===== config.mk =====
export PLATFORM = sky130hd
export DESIGN_NAME = iter_multiplier_flat
export DESIGN_NICKNAME = d
export VERILOG_FILES = /design/src/rtl/iter_multiplier_if.sv /design/src/rtl/iter_multiplier.sv /design/src/flat_wrapper.sv
export SDC_FILE = /design/constraint.sdc
export NUM_CORES = 1
export LEC_CHECK = 0
export ABC_AREA = 0
export BUFFER_PORTS_ARGS = -buffer_cell sky130_fd_sc_hd__buf_4
export CAP_MARGIN = 15
export CORE_ASPECT_RATIO = 1.1
export CORE_UTILIZATION = 55
export DETAILED_ROUTE_END_ITERATION = 8
export PLACE_DENSITY_LB_ADDON = 0.2
export SYNTH_ARGS = -nofsm -noshare
export SYNTH_HDL_FRONTEND = slang
export SYNTH_SLANG_ARGS = --single-unit

===== constraint.sdc =====
create_clock -name clk -period 15.15 [get_ports clk]
set_input_delay 3.03 -clock clk [delete_from_list [all_inputs] [get_ports clk]]
set_output_delay 3.03 -clock clk [all_outputs]
set_load 0.02 [all_outputs]

===== src/rtl/iter_multiplier_if.sv =====
// Operand/result handshake bundle for iter_multiplier.
// MULT_SIGNED_EN adds the in_signed operand qualifier.
interface iter_multiplier_if #(
  parameter int WIDTH = 32
);
  logic               in_valid;
  logic               in_ready;
  logic [WIDTH-1:0]   in1;
  logic [WIDTH-1:0]   in2;
`ifdef MULT_SIGNED_EN
  logic               in_signed;
`endif
  logic               out_valid;
  logic               out_ready;
  logic [2*WIDTH-1:0] out;
  logic               busy;

  modport slave (
    input  in_valid,
    input  in1,
    input  in2,
`ifdef MULT_SIGNED_EN
    input  in_signed,
`endif
    input  out_ready,
    output in_ready,
    output out_valid,
    output out,
    output busy
  );

  modport master (
    output in_valid,
    output in1,
    output in2,
`ifdef MULT_SIGNED_EN
    output in_signed,
`endif
    output out_ready,
    input  in_ready,
    input  out_valid,
    input  out,
    input  busy
  );
endinterface


===== src/rtl/iter_multiplier.sv =====
// Iterative shift-add multiplier: one multiplier bit per cycle, WIDTH cycles per product.
// MULT_SIGNED_EN enables two's-complement operands via the in_signed qualifier.
module iter_multiplier #(
  parameter int WIDTH = 32
) (
  input logic               clk,
  input logic               reset,
  iter_multiplier_if.slave  bus
);

  localparam int CNT_W = (WIDTH > 2) ? $clog2(WIDTH) : 1;

  localparam logic [1:0] S_IDLE = 2'd0;
  localparam logic [1:0] S_RUN  = 2'd1;
  localparam logic [1:0] S_DONE = 2'd2;

  logic [1:0]         state_q, state_d;
  logic [CNT_W-1:0]   cnt_q, cnt_d;
  logic [2*WIDTH-1:0] out_q, out_d;
  logic [2*WIDTH-1:0] mcand_q, mcand_d;
  logic [WIDTH-1:0]   mplier_q, mplier_d;
  logic [2*WIDTH-1:0] acc_q, acc_d;

  logic [WIDTH-1:0]   op_a, op_b;
  logic [2*WIDTH-1:0] acc_sum;
  logic [2*WIDTH-1:0] result;

`ifdef MULT_SIGNED_EN
  logic neg_q, neg_d, neg_in;

  function automatic logic [WIDTH-1:0] magnitude(input logic signed [WIDTH-1:0] v,
                                                 input logic s);
    logic signed [WIDTH-1:0] v_neg;
    v_neg = -v;
    return (s && v[WIDTH-1]) ? v_neg : v;
  endfunction

  function automatic logic [2*WIDTH-1:0] apply_sign(input logic [2*WIDTH-1:0] mag,
                                                    input logic neg);
    return neg ? (~mag + 1'b1) : mag;
  endfunction

  // The core always multiplies magnitudes; the product sign is restored on load.
  assign op_a   = magnitude(bus.in1, bus.in_signed);
  assign op_b   = magnitude(bus.in2, bus.in_signed);
  assign neg_in = bus.in_signed & (bus.in1[WIDTH-1] ^ bus.in2[WIDTH-1]);
  assign result = apply_sign(acc_sum, neg_q);
`else
  assign op_a   = bus.in1;
  assign op_b   = bus.in2;
  assign result = acc_sum;
`endif

  assign acc_sum = acc_q + (mplier_q[0] ? mcand_q : '0);

  always_comb begin
    state_d  = state_q;
    cnt_d    = cnt_q;
    out_d    = out_q;
    mcand_d  = mcand_q;
    mplier_d = mplier_q;
    acc_d    = acc_q;
`ifdef MULT_SIGNED_EN
    neg_d    = neg_q;
`endif
    case (state_q)
      S_IDLE: begin
        if (bus.in_valid) begin
          mcand_d  = {{WIDTH{1'b0}}, op_a};
          mplier_d = op_b;
          acc_d    = '0;
          cnt_d    = '0;
`ifdef MULT_SIGNED_EN
          neg_d    = neg_in;
`endif
          state_d  = S_RUN;
        end
      end
      S_RUN: begin
        acc_d    = acc_sum;
        mcand_d  = mcand_q << 1;
        mplier_d = mplier_q >> 1;
        cnt_d    = cnt_q + CNT_W'(1);
        // No early exit: always the full WIDTH iterations for fixed latency.
        if (cnt_q == CNT_W'(WIDTH - 1)) begin
          out_d   = result;
          state_d = S_DONE;
        end
      end
      S_DONE: begin
        if (bus.out_ready) state_d = S_IDLE;
      end
      default: state_d = S_IDLE;
    endcase
  end

  always_ff @(posedge clk) begin
    if (reset) begin
      state_q <= S_IDLE;
      cnt_q   <= '0;
      out_q   <= '0;
    end else begin
      state_q <= state_d;
      cnt_q   <= cnt_d;
      out_q   <= out_d;
    end
  end

  // Working registers are only meaningful in RUN, so they carry no reset.
  always_ff @(posedge clk) begin
    mcand_q  <= mcand_d;
    mplier_q <= mplier_d;
    acc_q    <= acc_d;
`ifdef MULT_SIGNED_EN
    neg_q    <= neg_d;
`endif
  end

  assign bus.in_ready  = (state_q == S_IDLE);
  assign bus.out_valid = (state_q == S_DONE);
  assign bus.busy      = (state_q == S_RUN) || (state_q == S_DONE);
  assign bus.out       = out_q;

endmodule


===== src/flat_wrapper.sv =====
// flat-port wrapper written by rule: the top's interface ports become plain ports
module iter_multiplier_flat 
#(
  parameter int WIDTH = 32
)
  (clk, reset, bus_in_valid, bus_in1, bus_in2, bus_out_ready, bus_in_ready, bus_out_valid, bus_out, bus_busy);
  iter_multiplier_if #(.WIDTH(WIDTH)) bus_i ();
  input logic clk;
  input logic reset;
  input wire logic [$bits(bus_i.in_valid)-1:0] bus_in_valid;
  input wire logic [$bits(bus_i.in1)-1:0] bus_in1;
  input wire logic [$bits(bus_i.in2)-1:0] bus_in2;
  input wire logic [$bits(bus_i.out_ready)-1:0] bus_out_ready;
  output wire logic [$bits(bus_i.in_ready)-1:0] bus_in_ready;
  output wire logic [$bits(bus_i.out_valid)-1:0] bus_out_valid;
  output wire logic [$bits(bus_i.out)-1:0] bus_out;
  output wire logic [$bits(bus_i.busy)-1:0] bus_busy;
  assign bus_i.in_valid = bus_in_valid;
  assign bus_i.in1 = bus_in1;
  assign bus_i.in2 = bus_in2;
  assign bus_i.out_ready = bus_out_ready;
  assign bus_in_ready = bus_i.in_ready;
  assign bus_out_valid = bus_i.out_valid;
  assign bus_out = bus_i.out;
  assign bus_busy = bus_i.busy;
  iter_multiplier #(.WIDTH(WIDTH)) u_core (.clk(clk), .reset(reset), .bus(bus_i));
endmodule

==> impl_metrics.json <==
{
  "status": "complete, no violations",
  "power_density_nw_per_um2": 232.6,
  "synth_cell_type_count": 73,
  "synth_top_area_cell": "edfxtp_1",
  "n_antenna_cell": 0,
  "first_global_vias": 9420,
  "start_util_pct": 56.76,
  "worstSetupPathType": "in -> reg",
  "cp.arrival_ps": 5370,
  "synthArstFlopShare_pct": 0,
  "rows": 58,
  "post_cts_buffers": 0,
  "clk_pin_slew_ps": 60,
  "num-nets-final": 1503,
  "period_share_pct": 34.59,
  "clock-sinks": 231,
  "synth_edf_count": 160,
  "setup_violations": 0,
  "cts_tree": "done",
  "multi_input_area_um2": 6521,
  "drtPass1Iterations": 5,
  "grt_max_degree": 93,
  "period_needed_ps": 5240,
  "grt_use_total_pct": 24.29,
  "slew-limit-headroom_pct": 34.73,
  "cp-end-kind": "flip-flop",
  "wl_per_cell_um": 17.74,
  "hold_violations": 0,
  "ys_seq_area_share_pct": 47.38,
  "area_delta_synth_final_pct": 14.99,
  "die_y_um": 164.1,
  "drt_iter0_drc": 719,
  "finalMaxSlewViolations": 0,
  "fin_util_pct": 65.27,
  "yosys.area.top_type_share_pct": 36.56,
  "clk_latency_ps": 530,
  "port_buffers": 134,
  "cts_hold_buf": 0,
  "cts.path.max_buffers": 3,
  "irDropWorstVdd_uv": 140.4,
  "grt_overflow_total": 0,
  "yosys_most_used_dff": "edfxtp_1",
  "via_per_inst": 5.825,
  "required_ps": 15280,
  "final_cell_area_um2": 15110,
  "maxCapViolations": 0,
  "num_vias": 9810,
  "drive_gt1_share_pct": 19.51,
  "p_leak_uw": 0.006301,
  "nFillCells": 1847,
  "fin_skew_ps": 21.94,
  "place.gp.congestion": 0.9308,
  "cts_max_level": 1,
  "ant_nets": 0,
  "grt_pass1_wl_um": 47620,
  "syn_area_um2": 13140,
  "synth_area_leaders": "edfxtp_1 (37%), dfxtp_1 (11%), and2_1 (6.7%), ha_1 (6.5%), mux2_2 (5.3%)",
  "numCtsBuffers": 25,
  "ios": 135,
  "drc": 0,
  "path_max_fanout": 92,
  "fin_tns_setup_ps": 0,
  "cts_resized": 0,
  "max_freq_ghz": 0.1908,
  "ys_ff_latch": 231,
  "fp.dieArea_um2": 24510,
  "synth_cells": 1282,
  "grt_antenna_before_repair": 0,
  "rsz0062_at_grt": "false",
  "synth_nets": 1419,
  "startpoint_type": "primary input",
  "die_w_um": 149.4,
  "hp-class": "reg -> reg",
  "routed_wl_um": 29880,
  "core_um2": 23150,
  "seq_area_um2": 6226,
  "postSynthAreaPerCell_um2": 10.25,
  "tightest_slew_ps": 979.0,
  "place_hpwl_um": 20290,
  "place_area_um2": 14260,
  "cts_root_buffer": "clkbuf_16",
  "ys.warnings.count": 0
}
[cell type report]
type,instances,share of cell area (%)
multi-input cells,947,43.16
flip-flops and latches,231,41.21
repair buffers,140,6.956
clock buffers,33,4.538
well taps,300,2.484
clock inverters,12,1.101
inverters,21,0.5548
[metal layers]
metal	vias up	track usage [%]	part of all wire [%]
li1	4799	-	-
met1	4653	33.70	45
met2	310	39.35	46
met3	48	3.750	6.6
met4	0	6.679	2.2
met5	-	0	0
[per-stage QoR]
stage	total power, uW	std cells	setup WS (ps)	hold WS (ps)
floorplan	2482	1282	8125	460.3
global placement	2838	1639	9479	442.7
detailed placement	2865	1639	9376	448.1
CTS	3518	1684	9951	456.0
global route	3754	1684	9773	468.8
finish	3515	1684	9910	452.5
[final timing paths]
| kind | startpoint | to | slack (ps) | cells after the start |
|---|---|---|---|---|
| worst max register to register | u_core.mplier_q[0]$_DFFE_PP_ | u_core.acc_q[58]$_SDFFCE_PN0P_ | 10840 | 13 |
| worst min-delay path | u_core.bus.out[52]$_SDFFE_PP0P_ | u_core.bus.out[52]$_SDFFE_PP0P_ | 450 | 2 |
| worst min register to register | u_core.bus.out[52]$_SDFFE_PP0P_ | u_core.bus.out[52]$_SDFFE_PP0P_ | 450 | 2 |
| worst max-delay path | bus_in_valid | u_core.acc_q[51]$_SDFFCE_PN0P_ | 9910 | 5 |
[synthesized netlist by cell type, types with 3 or more instances]
master	n
nor4_1	3
o21bai_1	17
buf_1	4
a211o_1	7
a21boi_0	5
nand2b_1	5
buf_2	8
a21oi_2	4
clkbuf_1	69
nor2_1	59
nor3_1	14
mux2i_1	6
or4_1	4
o21ai_1	9
edfxtp_1	160
a32oi_1	6
a31oi_1	7
o21a_1	6
and2_1	140
inv_1	21
nand2_1	132
nor4b_1	4
nand3_1	30
or3_1	3
o21ba_2	3
mux2_2	62
ha_1	68
xnor2_1	34
a21oi_1	105
and3_1	10
xor2_1	22
o211ai_1	6
dfxtp_1	71
o21ai_0	30
a211oi_1	12
o31ai_1	3
nor2b_1	6
nand4_1	28
a21o_1	59
[flip-flops by register name (all words and copies together), names as in the netlist]
| name | flops |
|---|---|
| u_core.mplier_q | 32 |
| u_core.acc_q | 64 |
| u_core.bus.out | 64 |
| u_core.mcand_q | 64 |
| u_core.state_q | 2 |
| u_core.cnt_q | 5 |
[layout by cell type, fill, tap and decap left out, types with 6 or more instances in the layout]
cell | netlist | final
clkbuf_16 | 0 | 25
a211oi_1 | 12 | 12
nor3_1 | 14 | 14
ha_1 | 68 | 67
dfxtp_1 | 71 | 71
inv_1 | 21 | 20
nor2b_1 | 6 | 6
buf_4 | 0 | 140
clkinv_2 | 0 | 7
nand2_1 | 132 | 131
nor2_1 | 59 | 59
o21a_1 | 6 | 6
o21ai_0 | 30 | 30
a32oi_1 | 6 | 6
and3_1 | 10 | 10
edfxtp_1 | 160 | 160
a31oi_1 | 7 | 7
mux2i_1 | 6 | 6
nand3_1 | 30 | 30
a21o_1 | 59 | 59
o21bai_1 | 17 | 17
a21oi_1 | 105 | 105
xor2_1 | 22 | 22
and2_1 | 140 | 140
xnor2_1 | 34 | 34
o21ai_1 | 9 | 9
a211o_1 | 7 | 7
nand4_1 | 28 | 28
mux2_2 | 62 | 62
o211ai_1 | 6 | 6
[cell families after synthesis]
kind of cell,count (synthesis),synth area share (%)
DFF,231,47.38
buffers and inverters,104,3.114
xor gates and xnor gates,56,3.733
muxes,68,5.770
adders and majority gates,69,6.627
AOI/OAI and AO/OA,308,16.01
and+or+nand+nor,446,17.37
[power breakdown]
group	switching, uW	leakage (uW)	internal [uW]
logic	1090	0.00369	661
clock network	251	0.000426	386
registers	95.0	0.00219	1030
[worst max-delay path, cell delays in order]
cell,delay (ps)
buf_4,90
nand2b_1,220
o21ai_0,320
inv_6,710
buf_4,860
No activity file was read; power rests on OpenSTA's default activity.
